### src/rtl/addpkg.sv
// Shared types for the single-precision add/sub datapath.
// Operand-check special-case codes travel with every result.
package addpkg;
  typedef enum logic [2:0] {
    NO_ERR      = 3'd0,
    ZERO_OP_ERR = 3'd1,
    INF_ERR     = 3'd2,
    NAN_ERR     = 3'd3,
    ZERO_ERR    = 3'd4
  } i_err_t;
endpackage

### src/rtl/norm_round_if.sv
// Upstream operand and downstream result handshakes of norm_round.
// slave is the stage side, master is the environment side.
interface norm_round_if;
  import addpkg::*;
  logic        valid_i;
  logic        ready_o;
  logic        sign_i;
  logic [7:0]  exp_i;
  logic [27:0] sum_i;
  logic [30:0] nz_op_i;
  i_err_t      err_i;
  logic        valid_o;
  logic        ready_i;
  logic        sign_o;
  logic [7:0]  exp_o;
  logic [26:0] sig_untrunc_o;
  logic        carry_o;
  logic [30:0] nz_op_o;
  i_err_t      err_o;

  modport slave (
    input  valid_i, sign_i, exp_i, sum_i,
    input  nz_op_i, err_i, ready_i,
    output ready_o, valid_o, sign_o, exp_o,
    output sig_untrunc_o, carry_o, nz_op_o, err_o
  );

  modport master (
    output valid_i, sign_i, exp_i, sum_i,
    output nz_op_i, err_i, ready_i,
    input  ready_o, valid_o, sign_o, exp_o,
    input  sig_untrunc_o, carry_o, nz_op_o, err_o
  );
endinterface

### src/rtl/norm_round.sv
// Iterative normalize (1 bit/cycle) and round-to-nearest-even stage
// for the single-precision add/sub datapath.
module norm_round
  import addpkg::*;
#(
  parameter int MAX_SHIFT = 26
) (
  input  logic        clk,
  input  logic        rst_n,
  norm_round_if.slave io
);
  localparam int CW = $clog2(MAX_SHIFT + 1);

  typedef enum logic [2:0] {
    IDLE, EVAL, SHIFT, ROUND, DONE
  } st_t;

  st_t         st_q, st_d;
  logic        sign_q, sign_d;
  logic [7:0]  exp_q, exp_d;
  logic [7:0]  e_q, e_d;
  logic [27:0] sig_q, sig_d;
  logic        carry_q, carry_d;
  logic [30:0] nz_q, nz_d;
  i_err_t      err_q, err_d;
  logic [CW-1:0] cnt_q, cnt_d;

  logic [7:0]  e0;
  logic [7:0]  e_m;
  logic [27:0] sh;
  logic        ru;
  logic [24:0] t;
  logic        spec;

  always_comb begin
    e0   = (exp_q == 8'd0) ? 8'd1 : exp_q;
    e_m  = e_q - 8'd1;
    sh   = {sig_q[26:0], 1'b0};
    ru   = sig_q[2] & (sig_q[1] | sig_q[0] | sig_q[3]);
    t    = {1'b0, sig_q[26:3]} + {24'd0, ru};
    spec = 1'b0;
    unique case (1'b1)
      err_q == ZERO_OP_ERR,
      err_q == INF_ERR,
      err_q == NAN_ERR,
      err_q == ZERO_ERR: spec = 1'b1;
      default:           spec = 1'b0;
    endcase
  end

  always_comb begin
    st_d    = st_q;
    sign_d  = sign_q;
    exp_d   = exp_q;
    e_d     = e_q;
    sig_d   = sig_q;
    carry_d = carry_q;
    nz_d    = nz_q;
    err_d   = err_q;
    cnt_d   = cnt_q;
    case (st_q)
      IDLE: if (io.valid_i) begin
        sign_d  = io.sign_i;
        exp_d   = io.exp_i;
        sig_d   = io.sum_i;
        nz_d    = io.nz_op_i;
        err_d   = io.err_i;
        carry_d = 1'b0;
        st_d    = EVAL;
      end
      EVAL: begin
        e_d   = e0;
        cnt_d = '0;
        if (spec) begin
          st_d = DONE;
        end else if (sig_q == 28'd0) begin
          err_d  = ZERO_ERR;
          sign_d = 1'b0;
          exp_d  = 8'd0;
          st_d   = DONE;
        end else if (sig_q[27]) begin
          // Right shift keeps the dropped bit sticky.
          sig_d = {1'b0, sig_q[27:2], sig_q[1] | sig_q[0]};
          e_d   = e0 + 8'd1;
          st_d  = ROUND;
          if (e0 >= 8'd254) begin
            exp_d   = 8'hFF;
            sig_d   = '0;
            carry_d = 1'b1;
            st_d    = DONE;
          end
        end else if (sig_q[26] || e0 == 8'd1) begin
          st_d = ROUND;
        end else begin
          st_d = SHIFT;
        end
      end
      SHIFT: begin
        sig_d = sh;
        e_d   = e_m;
        cnt_d = cnt_q + 1'b1;
        if (sh[26] || e_m == 8'd1 ||
            cnt_q == CW'(MAX_SHIFT - 1))
          st_d = ROUND;
      end
      ROUND: begin
        st_d = DONE;
        if (t[24]) begin
          sig_d = 28'h4000000;
          exp_d = e_q + 8'd1;
          if (e_q >= 8'd254) begin
            exp_d   = 8'hFF;
            sig_d   = '0;
            carry_d = 1'b1;
          end
        end else begin
          sig_d = {1'b0, t[23:0], 3'b000};
          exp_d = t[23] ? e_q : 8'd0;
        end
      end
      DONE: if (io.ready_i) st_d = IDLE;
      default: st_d = IDLE;
    endcase
  end

  always_ff @(posedge clk or negedge rst_n) begin
    if (!rst_n) begin
      st_q    <= IDLE;
      sign_q  <= 1'b0;
      exp_q   <= '0;
      e_q     <= '0;
      sig_q   <= '0;
      carry_q <= 1'b0;
      nz_q    <= '0;
      err_q   <= NO_ERR;
      cnt_q   <= '0;
    end else begin
      st_q    <= st_d;
      sign_q  <= sign_d;
      exp_q   <= exp_d;
      e_q     <= e_d;
      sig_q   <= sig_d;
      carry_q <= carry_d;
      nz_q    <= nz_d;
      err_q   <= err_d;
      cnt_q   <= cnt_d;
    end
  end

  assign io.ready_o       = (st_q == IDLE);
  assign io.valid_o       = (st_q == DONE);
  assign io.sign_o        = sign_q;
  assign io.exp_o         = exp_q;
  assign io.sig_untrunc_o = sig_q[26:0];
  assign io.carry_o       = carry_q;
  assign io.nz_op_o       = nz_q;
  assign io.err_o         = err_q;
endmodule

### src/flat_wrapper.sv
// flat-port wrapper written by rule: the top's interface ports become plain ports
module norm_round_flat import addpkg::*;
#(
  parameter int MAX_SHIFT = 26
)
  (clk, rst_n, io_valid_i, io_sign_i, io_exp_i, io_sum_i, io_nz_op_i, io_err_i, io_ready_i, io_ready_o, io_valid_o, io_sign_o, io_exp_o, io_sig_untrunc_o, io_carry_o, io_nz_op_o, io_err_o);
  norm_round_if io_i ();
  input  logic clk;
  input  logic rst_n;
  input wire logic [$bits(io_i.valid_i)-1:0] io_valid_i;
  input wire logic [$bits(io_i.sign_i)-1:0] io_sign_i;
  input wire logic [$bits(io_i.exp_i)-1:0] io_exp_i;
  input wire logic [$bits(io_i.sum_i)-1:0] io_sum_i;
  input wire logic [$bits(io_i.nz_op_i)-1:0] io_nz_op_i;
  input wire logic [$bits(io_i.err_i)-1:0] io_err_i;
  input wire logic [$bits(io_i.ready_i)-1:0] io_ready_i;
  output wire logic [$bits(io_i.ready_o)-1:0] io_ready_o;
  output wire logic [$bits(io_i.valid_o)-1:0] io_valid_o;
  output wire logic [$bits(io_i.sign_o)-1:0] io_sign_o;
  output wire logic [$bits(io_i.exp_o)-1:0] io_exp_o;
  output wire logic [$bits(io_i.sig_untrunc_o)-1:0] io_sig_untrunc_o;
  output wire logic [$bits(io_i.carry_o)-1:0] io_carry_o;
  output wire logic [$bits(io_i.nz_op_o)-1:0] io_nz_op_o;
  output wire logic [$bits(io_i.err_o)-1:0] io_err_o;
  assign io_i.valid_i = io_valid_i;
  assign io_i.sign_i = io_sign_i;
  assign io_i.exp_i = io_exp_i;
  assign io_i.sum_i = io_sum_i;
  assign io_i.nz_op_i = io_nz_op_i;
  assign io_i.err_i = io_err_i;
  assign io_i.ready_i = io_ready_i;
  assign io_ready_o = io_i.ready_o;
  assign io_valid_o = io_i.valid_o;
  assign io_sign_o = io_i.sign_o;
  assign io_exp_o = io_i.exp_o;
  assign io_sig_untrunc_o = io_i.sig_untrunc_o;
  assign io_carry_o = io_i.carry_o;
  assign io_nz_op_o = io_i.nz_op_o;
  assign io_err_o = io_i.err_o;
  norm_round #(.MAX_SHIFT(MAX_SHIFT)) u_core (.clk(clk), .rst_n(rst_n), .io(io_i));
endmodule
### config.mk
export PLATFORM = sky130hd
export DESIGN_NAME = norm_round_flat
export DESIGN_NICKNAME = d
export VERILOG_FILES = /design/src/rtl/addpkg.sv /design/src/rtl/norm_round_if.sv /design/src/rtl/norm_round.sv /design/src/flat_wrapper.sv
export SDC_FILE = /design/constraint.sdc
export NUM_CORES = 1
export LEC_CHECK = 0
export ABC_AREA = 1
export BUFFER_PORTS_ARGS = -buffer_cell sky130_fd_sc_hd__buf_2
export CAP_MARGIN = 0
export CORE_ASPECT_RATIO = 0.8
export CORE_UTILIZATION = 38
export DETAILED_ROUTE_END_ITERATION = 12
export GPL_ROUTABILITY_DRIVEN = 0
export PLACE_DENSITY = 0.57
export RECOVER_POWER = 100
export SYNTH_ARGS = -nofsm -noshare
export SYNTH_HDL_FRONTEND = slang
export SYNTH_SLANG_ARGS = --single-unit
### constraint.sdc
create_clock -name clk -period 4.1 [get_ports clk]
set_input_delay 0 -clock clk [delete_from_list [all_inputs] [get_ports clk]]
set_output_delay 0 -clock clk [all_outputs]
set_load 0.005 [all_outputs]
Word level (Yosys, flattened, before mapping)
Cells that the tools add are included.
{"block": "word_totals", "regBits": 88, "out_inout_bits": 73}
{"block": "op_classes", "add_sub_neg": 5, "order_cmp": 2, "n_eq_ne": 23, "mux": 49, "bitwise_logic": 3, "reduce_logical": 18}
{"cell": "two-way mux 28 bit", "count": 4}
{"cell": "case mux 28 bit (4 select lines)", "count": 1}
{"cell": "two-way mux 8 bit", "count": 12}
{"cell": "two-way mux 27 bit", "count": 3}
{"cell": "two-way mux 3 bit", "count": 10}
{"cell": "logical NOT 28 bit", "count": 1}
{"cell": "adder 24 x 1 -> 25 bit", "count": 1}
{"cell": "case mux 8 bit (3 select lines)", "count": 1}
{"cell": "adder 8 x 1 -> 8 bit (second input constant)", "count": 2}
{"cell": "== test 8 x 1 -> 1 bit (second input constant)", "count": 2}
{"cell": "greater-or-equal comparator 8 bit (second input constant)", "count": 2}
{"cell": "case mux 8 bit (2 select lines)", "count": 1}
{"cell": "case mux 3 bit (5 select lines)", "count": 1}
{"cell": "== test 3 x 2 -> 1 bit (second input constant)", "count": 4}
{"cell": "two-way mux 1 bit", "count": 12}
{"cell": "inequality test 2 x 1 -> 1 bit (second input constant)", "count": 6}
{"cell": "case mux 5 bit (2 select lines)", "count": 1}
{"cell": "AND reduction 5 bit", "count": 2}
{"cell": "logical NOT 8 bit", "count": 1}
{"cell": "inequality test 2 bit (second input constant)", "count": 4}
{"cell": "AND reduction 4 bit", "count": 2}
{"cell": "AND reduction 8 bit", "count": 1}
{"cell": "subtractor 8 x 1 -> 8 bit (second input constant)", "count": 1}
{"cell": "== test 3 x 1 -> 1 bit (second input constant)", "count": 2}
{"cell": "other kinds (17)", "count": 23}

Longest topological paths before layout
Gate-level depths: netlist of the first run.
{"block": "depth", "depth_word": 9, "ltp_mapped": 13}

Least setup slack after synthesis of the first run
No wires, ideal clock.
{"block": "synth_timing", "kind": "register -> register", "startpoint": "reg u_core.sig_q[2]", "endpoint": "reg u_core.sig_q[10]", "setup_time_ps": 124, "t_arrival_ps": 1718, "t_required_ps": 3976, "slack_ps": 2258, "stages_incl_launch_ff": 13, "path_buffers": 1, "cell_sequence": "dfrtp_1 -> nand2_1 -> inv_1 -> ha_1 -> nand2_1 -> nor2_2 -> nand2_1 -> nand3b_4 -> nand2_1 -> buf_4 -> o21bai_1 -> o211ai_1 -> nand2_1"}
{"block": "synth_via", "elab_chain_len": 4, "elab_cells_between_ends": 7, "cone_classes": "1 x add/sub; 1 x eq/ne; 2 x mux; 1 x bitwise; 2 x reduce/logical"}
{"item": "start, declared", "line_no": "norm_round.sv:22", "source": "logic [27:0] sig_q, sig_d;"}
{"item": "start signal, assigned", "line_no": "norm_round.sv:142", "source": "sig_q <= sig_d;"}
{"item": "AND 1 bit", "line_no": "norm_round.sv:39", "source": "ru = sig_q[2] & (sig_q[1] | sig_q[0] | sig_q[3]);"}
{"item": "adder 24 x 1 -> 25 bit", "line_no": "norm_round.sv:40", "source": "t = {1'b0, sig_q[26:3]} + {24'd0, ru};"}
{"item": "two-way mux 27 bit", "line_no": "norm_round.sv:108", "source": "if (t[24]) begin"}
{"item": "case mux 28 bit (4 select lines)", "line_no": "norm_round.sv:61", "source": "case (st_q)"}
Parallel ways exist; a longest one is shown, timed or not.
A chain may end at the register's enable or synchronous reset.

Worst setup path after layout of the first run
{"block": "layout_timing", "startpoint": "reg u_core.st_q[1]", "endpoint": "reg u_core.nz_q[11], in the netlist u_core.io.nz_op_o[11]"}
{"block": "layout_via", "elab_chain_len": 2}
{"item": "start, declared", "line_no": "norm_round.sv:18", "source": "st_t st_q, st_d;"}
{"item": "start signal, assigned", "line_no": "norm_round.sv:138", "source": "st_q <= st_d;"}
{"item": "logical NOT 3 bit", "line_no": "norm_round.sv:61"}
{"item": "AND reduction 2 bit (no line)"}
{"item": "end signal, assigned", "line_no": "norm_round.sv:144", "source": "nz_q <= nz_d;"}
{"item": "end, declared", "line_no": "norm_round.sv:24", "source": "logic [30:0] nz_q, nz_d;"}
Every way passes these cells.

==> results of run 1 <==
==> cell type report <==
cell class,count,area share (%)
Multi-Input combinational cell,718,42.7
Sequential cell,88,29.0
Timing Repair Buffer,208,16.7
Inverter,84,4.15
Tap cell,215,3.54
Clock buffer,9,2.96
Clock inverter,7,1.07
==> state kept, by name, indices dropped and copies added, names as in the netlist <==
signal and count:
u_core.st_q 3, u_core.sig_q 28, u_core.io.carry_o 1, u_core.cnt_q 5
u_core.e_q 8, u_core.io.err_o 3, u_core.io.nz_op_o 31, u_core.io.exp_o 8
u_core.io.sign_o 1
==> worst max-delay path: stages (launching register included) <==
cell      delay [ns]
dfrtp_1         0.43
inv_1           0.11
nand2_1         0.11
nor2_1          0.08
nand2_1         0.06
clkbuf_1        1.02
inv_1           0.89
nand2_1         0.22
nand2_1         0.09
==> per-stage QoR <==
stage	cells	hold WS, ns	setup WS, ns	power [mW]	utilization [%]
2_1_floorplan	951	-0.296	2.26	4.17	-
6_report	1329	0.00115	0.956	5.86	48.1
3_3_place_gp	1257	0.119	1.31	5.05	43.2
5_1_grt	1329	0.0272	0.564	6.46	48.1
4_1_cts	1329	0.000446	1.24	5.97	48.7
3_5_place_dp	1257	0.111	1.25	5.05	43.2
==> cell usage after synthesis (all sizes together), types with 5 or more instances <==
master  number
nor3        11
ha           6
nand4       11
nor2       143
or2          5
buf         46
dfrtp       88
nand2      354
nand3       57
o211ai      10
xor2        15
clkbuf      15
o221ai       5
inv         83
a21oi       39
o21ai       44
==> kinds of logic after synthesis <==
family,Yosys count,synth area share [%]
AOI/OAI and AO/OA,110,10.2
adders and majority gates,6,1.22
xor gates and xnor gates,19,2.70
buffers and inverters,145,11.3
DFF,88,35.7
and+or+nand+nor,583,38.9
==> metal layers <==
layer | vias up | global-route usage, % | share of wire [%]
met2 | 193 | 37.3 | 43
li1 | 3292 | - | -
met5 | - | 0 | 0
met4 | 0 | 4.14 | 0.75
met1 | 2992 | 35.2 | 49
met3 | 16 | 5.91 | 6.8
==> power breakdown <==
| group | switching [mW] | leakage [nW] | internal, mW |
|---|---|---|---|
| clock network | 0.427 | 0.150 | 0.436 |
| logic | 2.03 | 2.67 | 1.10 |
| registers | 0.574 | 1.08 | 1.29 |
==> cell usage in the layout, fill, tap and decap left out, drive strengths merged, types with 5 or more instances in the layout <==
cell type	instances
or2	5
o221ai	5
nor3	11
nand4	11
o21ai	44
nor2	143
ha	6
nand2	354
xor2	15
buf	102
nand3	57
dfrtp	88
o211ai	10
inv	87
a21oi	39
dlygate4sd3	56
clkbuf	59
==> worst max path at each step <==
stage                                from                     to  depth (start not counted)
final                      u_core.st_q[1]  u_core.io.nz_op_o[11]                          8
after global routing       u_core.st_q[1]  u_core.io.nz_op_o[24]                          8
after CTS                  u_core.st_q[2]       u_core.sig_q[18]                          9
after detailed placement   u_core.st_q[2]       u_core.sig_q[18]                          9
after global placement     u_core.st_q[2]       u_core.sig_q[18]                          9
after floorplan           u_core.sig_q[2]       u_core.sig_q[10]                         12
==> run_results.csv, run 1 <==
group,metric,value,unit
run_status,outcome,"complete, but fails checks",
run_status,violations,"max-capacitance violations, max-slew violations",
routing,num_vias,6493,
min_path,worst_hold_path_type,"input port to register",
setup_path,rrSetupSlack,0.96,ns
clock_network,cts_buffers,9,
timing,fmax,318,MHz
setup_path,r2r_cells,8,
setup_path,reg2reg_to,"u_core.io.nz_op_o[11]",
synth,synth_warnings,0,
synth,synth_flop_cell,"dfrtp_1",
timing,finalMaxSlewViolations,37,
setup_path,r2r_start,"u_core.st_q[1]",
grt,grt_pass1_wl,31500,um
layout,drive_gt1_share,12.3,%
place,dp_hpwl,14100,um
timing,setup_tns,0,ns
floorplanning,die-area,16700,um^2
routing,drcViolationCount,0,
timing,grt_setup_unrepaired,"no",
power_and_ir_drop,ir_worst_vdd,0.264,mV
setup_path,critPathLaunchType,"register",
clock_network,cts.sinks,88,
timing,hold_viol,0,
layout,design_area,7600,um^2
layout,insertedDiodeCount,0,
floorplanning,io_pins,148,
synth,synth_cell_type_count,36,
place,placed_area,6830,um^2
layout,nNetsFinal,1190,
layout,multi_input_area,3240,um^2
synth,synth_top_area_share,35.7,%
setup_path,crit_fanout,32,
grt,grt_pass1_vias,6062,
floorplanning,core_area,15800,um^2
synth,synth-edff-count,0,
timing,worst_pin_slew,1.87,ns
routing,drt_wl_total,19600,um
place,port_buffers,147,
clock_network,post_cts.repair.setup_buffers,0,
synth,syn_inst,951,
clock_network,post_cts_resized,0,
synth,syn-num-nets,1032,
layout,syn_to_final_growth,23.4,%
grt,antenna_found_initial,0,
grt,grt_overflow_total,0,
clock_network,clkLatencyLatePin,0.36,ns
routing,drt_iter0_markers,558,
floorplanning,die_x,144,um
clock_network,clockBufferDepth,2,
routing,wire_per_inst,14.7,um
synth,yosys.area.top_type,"dfrtp_1",
power_and_ir_drop,power-per-cell-area,771,nW/um^2
timing,fin_crit_sh,76.7,%
timing,finalSetupViolCount,0,
timing,relSlewSlack,-24.8,%
min_path,whs_path_depth,5,
floorplanning,die_h,116,um
routing,antenna_left,0,
clock_network,clkTransAtPathRegs,0.07,ns
synth,avgSynthCellArea,6.48,um^2
min_path,min_to,"u_core.sig_q[8]",
clock_network,htree_levels,3,
synth,async_flop_share,100,%
setup_path,cp-end-kind,"register",
floorplanning,initial_core_util,39.0,%
setup_path,worstPathArrival,3.38,ns
layout,register_area,2200,um^2
min_path,worstHoldStart,"io_sum_i[8]",
routing,drtPass1Iterations,5,
grt,grt_start_max_net_pins,54,
synth,yosys-top-cells-area,"dfrtp_1 36%, nand2_1 21%, nor2_1 8.0%",
routing,vias_per_cell,4.89,
setup_path,worst-setup-path-type,"register to register",
synth,syn_area,6160,um^2
grt,grt_use_total,24.4,%
synth,ys_seq_area_share,35.7,%
floorplanning,row_count,41,
clock_network,cts_root_buffer,"clkbuf_16",
clock_network,cts_tree,"built",
clock_network,cts_hold_buf,56,
synth,ys_ff_latch,88,
layout,num-fill-cells,1714,
setup_path,crit_required,4.34,ns
timing,period_needed,3.14,ns
power_and_ir_drop,p_leak,3.90,nW
job,max-cap-violations,1,
timing,finClkSkew,0.0142,ns
Note: power is estimated with default switching activity, not from simulation.
==> run 2, diff against run 1 <==
- ABC_AREA: 1 -> 0
- PLACE_DENSITY: 0.57 -> 0.6
- clock period: 4.1 -> 2.66 ns (I/O delays scaled with it)
==> run_results.csv, run 2 <==
group,metric,value,unit
setup_path,crit_path_start,"u_core.sig_q[6]",
floorplanning,row_count,39,
power_and_ir_drop,power-per-cell-area,1170,nW/um^2
setup_path,cp_slowest_cell,"o311ai_2",
timing,setup_tns,0,ns
routing,wire_per_inst,17.9,um
setup_path,r2r_start,"u_core.sig_q[6]",
place,port_buffers,147,
synth,synth_top_area_share,38.3,%
power_and_ir_drop,fin_total_pwr,8.79,mW
clock_network,cts_tree,"built",
run_status,violations,"negative hold slack",
routing,drtPass1Iterations,5,
layout,design_area,7520,um^2
run_status,outcome,"complete, but fails checks",
timing,worst_pin_slew,1.45,ns
synth,ys_ff_latch,88,
timing,grt_setup_unrepaired,"no",
timing,finalSetupViolCount,0,
grt,grt_use_total,26.1,%
layout,drive_gt1_share,21.2,%
synth,synth_top_cells_by_count,"130 x nand2_1, 88 x dfrtp_1, 60 x nor2_1",
timing,fmax,415,MHz
grt,grt_pass1_wl,32200,um
setup_path,critPathBufInv,1,
setup_path,worstPathArrival,2.64,ns
synth,avgSynthCellArea,8.00,um^2
synth,syn_inst,719,
setup_path,crit_family,"compound AO/OA/AOI/OAI gates",
timing,finalMaxSlewViolations,0,
layout,largest_reg_flops,31,
clock_network,cts_root_buffer,"clkbuf_16",
floorplanning,die_h,112,um
place,dp_hpwl,13800,um
timing,whs,-0.00249,ns
setup_path,r2r_cells,7,
routing,num_vias,6299,
setup_path,cp-end-kind,"register",
clock_network,cts.sinks,88,
setup_path,crit_fanout,8,
power_and_ir_drop,ir_worst_vdd,0.429,mV
routing,top_layer_used,"met4",
synth,synth-edff-count,0,
setup_path,crit_chain,"clkbuf_1 > nand2_1 > nor2_1 > nand3_1 > o311ai_2 > a311o_1 > a21oi_1",
routing,wl_met1,8820,um
grt,grt_overflow_total,0,
power_and_ir_drop,p_leak,3.29,nW
timing,finClkSkew,0.00911,ns
grt,antenna_found_initial,0,
setup_path,crit_required,2.90,ns
synth,async_flop_share,100,%
layout,syn_to_final_growth,30.7,%
setup_path,reg2reg_to,"u_core.io.exp_o[3]",
setup_path,max_stage_delay,0.52,ns
timing,period_needed,2.41,ns
synth,syn-num-nets,800,
routing,drt_wl_total,19700,um
routing,drt_iter0_markers,612,
floorplanning,io_pins,148,
timing,relSlewSlack,3.54,%
clock_network,cts_buffers,9,
synth,yosys-top-cells-area,"dfrtp_1 38%, nand2_1 8.5%, a21oi_1 4.6%",
synth,synth_warnings,0,
timing,hold_viol,1,
grt,grt_pass1_vias,6062,
routing,antenna_left,0,
synth,ys_seq_area_share,38.3,%
setup_path,cp-endpoint,"u_core.io.exp_o[3]",
min_path,worstHoldStart,"io_sum_i[13]",
layout,nNetsFinal,993,
synth,synth_cell_type_count,64,
floorplanning,core_area,14500,um^2
clock_network,htree_levels,3,
grt,grt_start_max_net_pins,55,
floorplanning,die-area,15600,um^2
setup_path,rrSetupSlack,0.25,ns
timing,fin_crit_sh,90.5,%
routing,met2RoutedLength,8920,um
setup_path,worst-path-stages,7,
floorplanning,die_x,140,um
layout,final_common_cell,"nand2_1",
synth,yosys.area.top_type,"dfrtp_1",
synth,syn_area,5750,um^2
routing,vias_per_cell,5.72,
job,max-cap-violations,0,
routing,drcViolationCount,0,
clock_network,clockBufferDepth,2,
clock_network,post_cts_resized,0,
clock_network,clkLatencyLatePin,0.36,ns
setup_path,critPathLaunchType,"register",
layout,utilization,51.7,%
layout,final_cell_mix,"130 x nand2_1, 118 x buf_2, 88 x dfrtp_1",
layout,insertedDiodeCount,0,
place,placed_area,6670,um^2
routing,wl_met3,1730,um
floorplanning,initial_core_util,39.6,%
clock_network,clkTransAtPathRegs,0.07,ns
setup_path,worst-setup-path-type,"register to register",
synth,synth_flop_cell,"dfrtp_1",
min_path,worst_hold_path_type,"input port to register",
synth,post-synth-top-count-cell,"nand2_1",
==> run 2: cell types whose count changed in the layout (fill, tap and decap cells not counted), moves of 10 or more <==
cell,previous run,this run
inv_1,82,13
a221oi_1,0,12
nand2_1,351,130
nor2_1,136,60
buf_4,4,26
a21oi_1,39,52
nor3_1,10,22
xor2_1,15,5
dlygate4sd3_1,56,66
nand2b_1,0,14
buf_2,97,118
nand3_1,55,15
nor4_1,0,17
==> run 2: final cells by class <==
type                    instances  area (um^2)
fillers                      1385         7020
multi-input cells             536         3070
inverters                      13         48.8
repair buffers                264         1670
clock inverters                 7         71.3
clock buffers                   9          225
flip-flops and latches         88         2200
well taps                     184          230
==> run 2: worst min-delay path, delay by kind of cell <==
family          cells  cell delay [ns]
compound gates      1             0.19
buf+inv             1             0.08
simple gates        1             0.05
==> run 2: report_power, final <==
group          switching [mW]  internal (mW)
clock                   0.617          0.661
sequential              0.701           1.99
combinational            2.92           1.90
==> run 2: worst min-delay path by stage <==
stage                            endpoint  slack, ns  depth (start not counted)
CTS                      u_core.sig_q[13]      0.002                          3
global placement       u_core.io.exp_o[3]       0.11                          1
floorplan                 u_core.cnt_q[0]      -0.30                          0
finish                   u_core.sig_q[13]     -0.002                          3
global route             u_core.io.sign_o       0.02                          3
detailed placement  u_core.io.nz_op_o[19]       0.10                          1
==> run 2: stage by stage <==
step                      worst slack, ns  std cells
after floorplan                    0.0568        719
after global placement              0.111       1018
after detailed placement           0.0892       1018
after CTS                          0.0720       1100
after global routing               0.0503       1101
final                               0.253       1101
==> run 2: cell families (layout without fill, tap and decap cells) <==
| logic type | count (synthesis) | after routing | synth area share [%] |
|---|---|---|---|
| compound gates | 194 | 194 | 22.5 |
| xor+xnor | 14 | 14 | 2.13 |
| fa+ha+maj | 6 | 6 | 1.30 |
| simple gates | 319 | 319 | 26.9 |
| mux | 3 | 3 | 0.522 |
| flops | 88 | 88 | 38.3 |
| buf+inv | 95 | 293 | 8.46 |
==> run 2: timing repair <==
action,4_1_cts,5_1_grt
setup endpoints to repair,0,14
setup buffers,0,1
hold buffers,66,0
endpoints found under the hold margin,117,0
==> run 2: metal layers <==
metal,up-vias,track usage [%]
li1,2940,-
met5,-,0
met3,20,7.64
met2,299,40.1
met4,0,7.03
met1,3040,35.8
==> run 3, diff against run 2 <==
==> constraint.sdc (replaced) <==
create_clock -name clk -period 2.66 [get_ports clk]
set_input_delay 0.532 -clock clk [delete_from_list [all_inputs] [get_ports clk]]
set_output_delay 0.532 -clock clk [all_outputs]
set_load 0.005 [all_outputs]
==> run_results.csv, run 3 (synthesis results as in run 2) <==
group,metric,value,unit
run_status,outcome,"complete, no violations",
grt,busiest_layer,"met2",
setup_path,critPathBufInv,1,
power_and_ir_drop,ir_worst_vdd,0.455,mV
layout,insertedDiodeCount,0,
routing,drcViolationCount,0,
clock_network,post_cts_resized,0,
routing,antenna_left,0,
routing,vias_per_cell,5.74,
timing,hold_viol,0,
timing,finalMaxSlewViolations,0,
timing,fin_crit_sh,93.6,%
floorplanning,die_x,140,um
place,port_buffers,147,
grt,grt_pass1_vias,5752,
timing,whs,0.334,ns
timing,setup_tns,0,ns
layout,final_cell_mix,"130 x nand2_1, 121 x buf_2, 88 x dfrtp_1",
clock_network,post_cts.repair.setup_buffers,0,
min_path,worst_hold_path_type,"input port to asynchronous set/reset pin",
floorplanning,io_pins,148,
setup_path,cp_slowest_cell,"or4_4",
clock_network,cts_tree,"built",
layout,drive_gt1_share,22.7,%
grt,grtUsageMet1,34.0,%
grt,antenna_found_initial,0,
layout,final_common_cell,"nand2_1",
routing,num_vias,5963,
layout,nNetsFinal,930,
setup_path,worstPathArrival,2.71,ns
timing,relSlewSlack,25.7,%
setup_path,crit_fanout,6,
layout,syn_to_final_growth,18.9,%
grt,grt_use_total,24.8,%
floorplanning,die-area,15600,um^2
grt,grt_start_max_net_pins,40,
clock_network,clkLatencyLatePin,0.36,ns
routing,drtPass1Iterations,5,
setup_path,crit_chain,"and2_1 > ha_1 > nand4_4 > or4_4 > o31ai_4 > buf_4 > a21oi_1 > a2111oi_0 > nor3_1",
layout,largest_reg_flops,31,
routing,drt_wl_total,18900,um
clock_network,cts_hold_buf,0,
floorplanning,initial_core_util,39.6,%
clock_network,cts_buffers,9,
setup_path,worst-setup-path-type,"register to register",
grt,grt_pass1_wl,30600,um
place,dp_hpwl,13900,um
floorplanning,row_count,39,
clock_network,cts_root_buffer,"clkbuf_16",
grt,use_met3,8.49,%
setup_path,cp-end-kind,"register",
clock_network,cts.sinks,88,
grt,grt_overflow_total,0,
routing,wire_per_inst,18.2,um
clock_network,htree_levels,3,
floorplanning,core_area,14500,um^2
timing,period_needed,2.49,ns
timing,finalSetupViolCount,0,
timing,worst_pin_slew,1.11,ns
routing,drt_iter0_markers,590,
timing,grt_setup_unrepaired,"no",
power_and_ir_drop,p_leak,3.02,nW
timing,finClkSkew,0.0125,ns
setup_path,max_stage_delay,0.55,ns
layout,register_area,2200,um^2
setup_path,critPathLaunchType,"register",
place,pre_cts_slack,0.0858,ns
power_and_ir_drop,power-per-cell-area,1270,nW/um^2
clock_network,clockBufferDepth,2,
timing,fin_ws,0.171,ns
floorplanning,die_h,112,um
setup_path,crit_required,2.88,ns
grt,grtUsageMet2,37.6,%
layout,num-fill-cells,1519,
timing,fmax,402,MHz
layout,multi_input_area,3060,um^2
job,max-cap-violations,0,
setup_path,crit_family,"simple AND/OR/NAND/NOR gates",
clock_network,clkTransAtPathRegs,0.08,ns
## run 3: changes by cell type in the layout (fill, tap and decap cells not counted), sizes merged
cell         delta
buf             -1
clkbuf          +4
clkinvlp        -1
dlygate4sd3    -66
inv             +1
## run 3: per-stage QoR
stage / instance area, um^2 / cells / total power [mW] / utilization (%)
floorplan: 5750 / 719 / 5.85 / -
global placement: 6700 / 1020 / 7.45 / 46.0
detailed placement: 6700 / 1020 / 7.57 / 46.0
CTS: 6990 / 1036 / 8.89 / 48.1
global route: 6840 / 1038 / 9.41 / 47.0
finish: 6840 / 1038 / 8.70 / 47.0
## run 3: layout make-up
class	count	share of cell area (%)
sequential	88	32.2
multi-input combinational	536	44.8
timing repair buffer	201	14.6
tap	184	3.37
clock inverter	7	1.02
inverter	13	0.713
clock buffer	9	3.29
## run 3: metal layers
layer / share of wire, % / vias to the layer above / wire (um)
met2: 45 / 283 / 8430
met1: 45 / 2862 / 8420
met4: 0.90 / 0 / 170
met5: 0 / - / 0
li1: - / 2800 / -
met3: 10 / 18 / 1900
## run 3: final timing paths
kind,start,slack (ns),end,cells after the start
setup / recovery,u_core.sig_q[3],0.17,u_core.sig_q[16],9
hold / removal,rst_n,0.33,u_core.io.nz_op_o[15],1
setup reg to reg,u_core.sig_q[3],0.17,u_core.sig_q[16],9
hold reg to reg,u_core.io.nz_op_o[28],0.47,u_core.io.nz_op_o[28],2
max in group asynchronous,rst_n,0.78,u_core.io.nz_op_o[26],2
min in group clk,io_nz_op_i[0],0.36,u_core.io.nz_op_o[0],3
## run 3: power breakdown
| part | internal (mW) | switching [mW] | total (mW) | leakage, nW |
|---|---|---|---|---|
| clock | 0.665 | 0.625 | 1.29 | 0.144 |
| sequential | 1.99 | 0.677 | 2.67 | 1.07 |
| combinational | 1.83 | 2.91 | 4.74 | 1.80 |
| total | 4.49 | 4.21 | 8.70 | 3.02 |
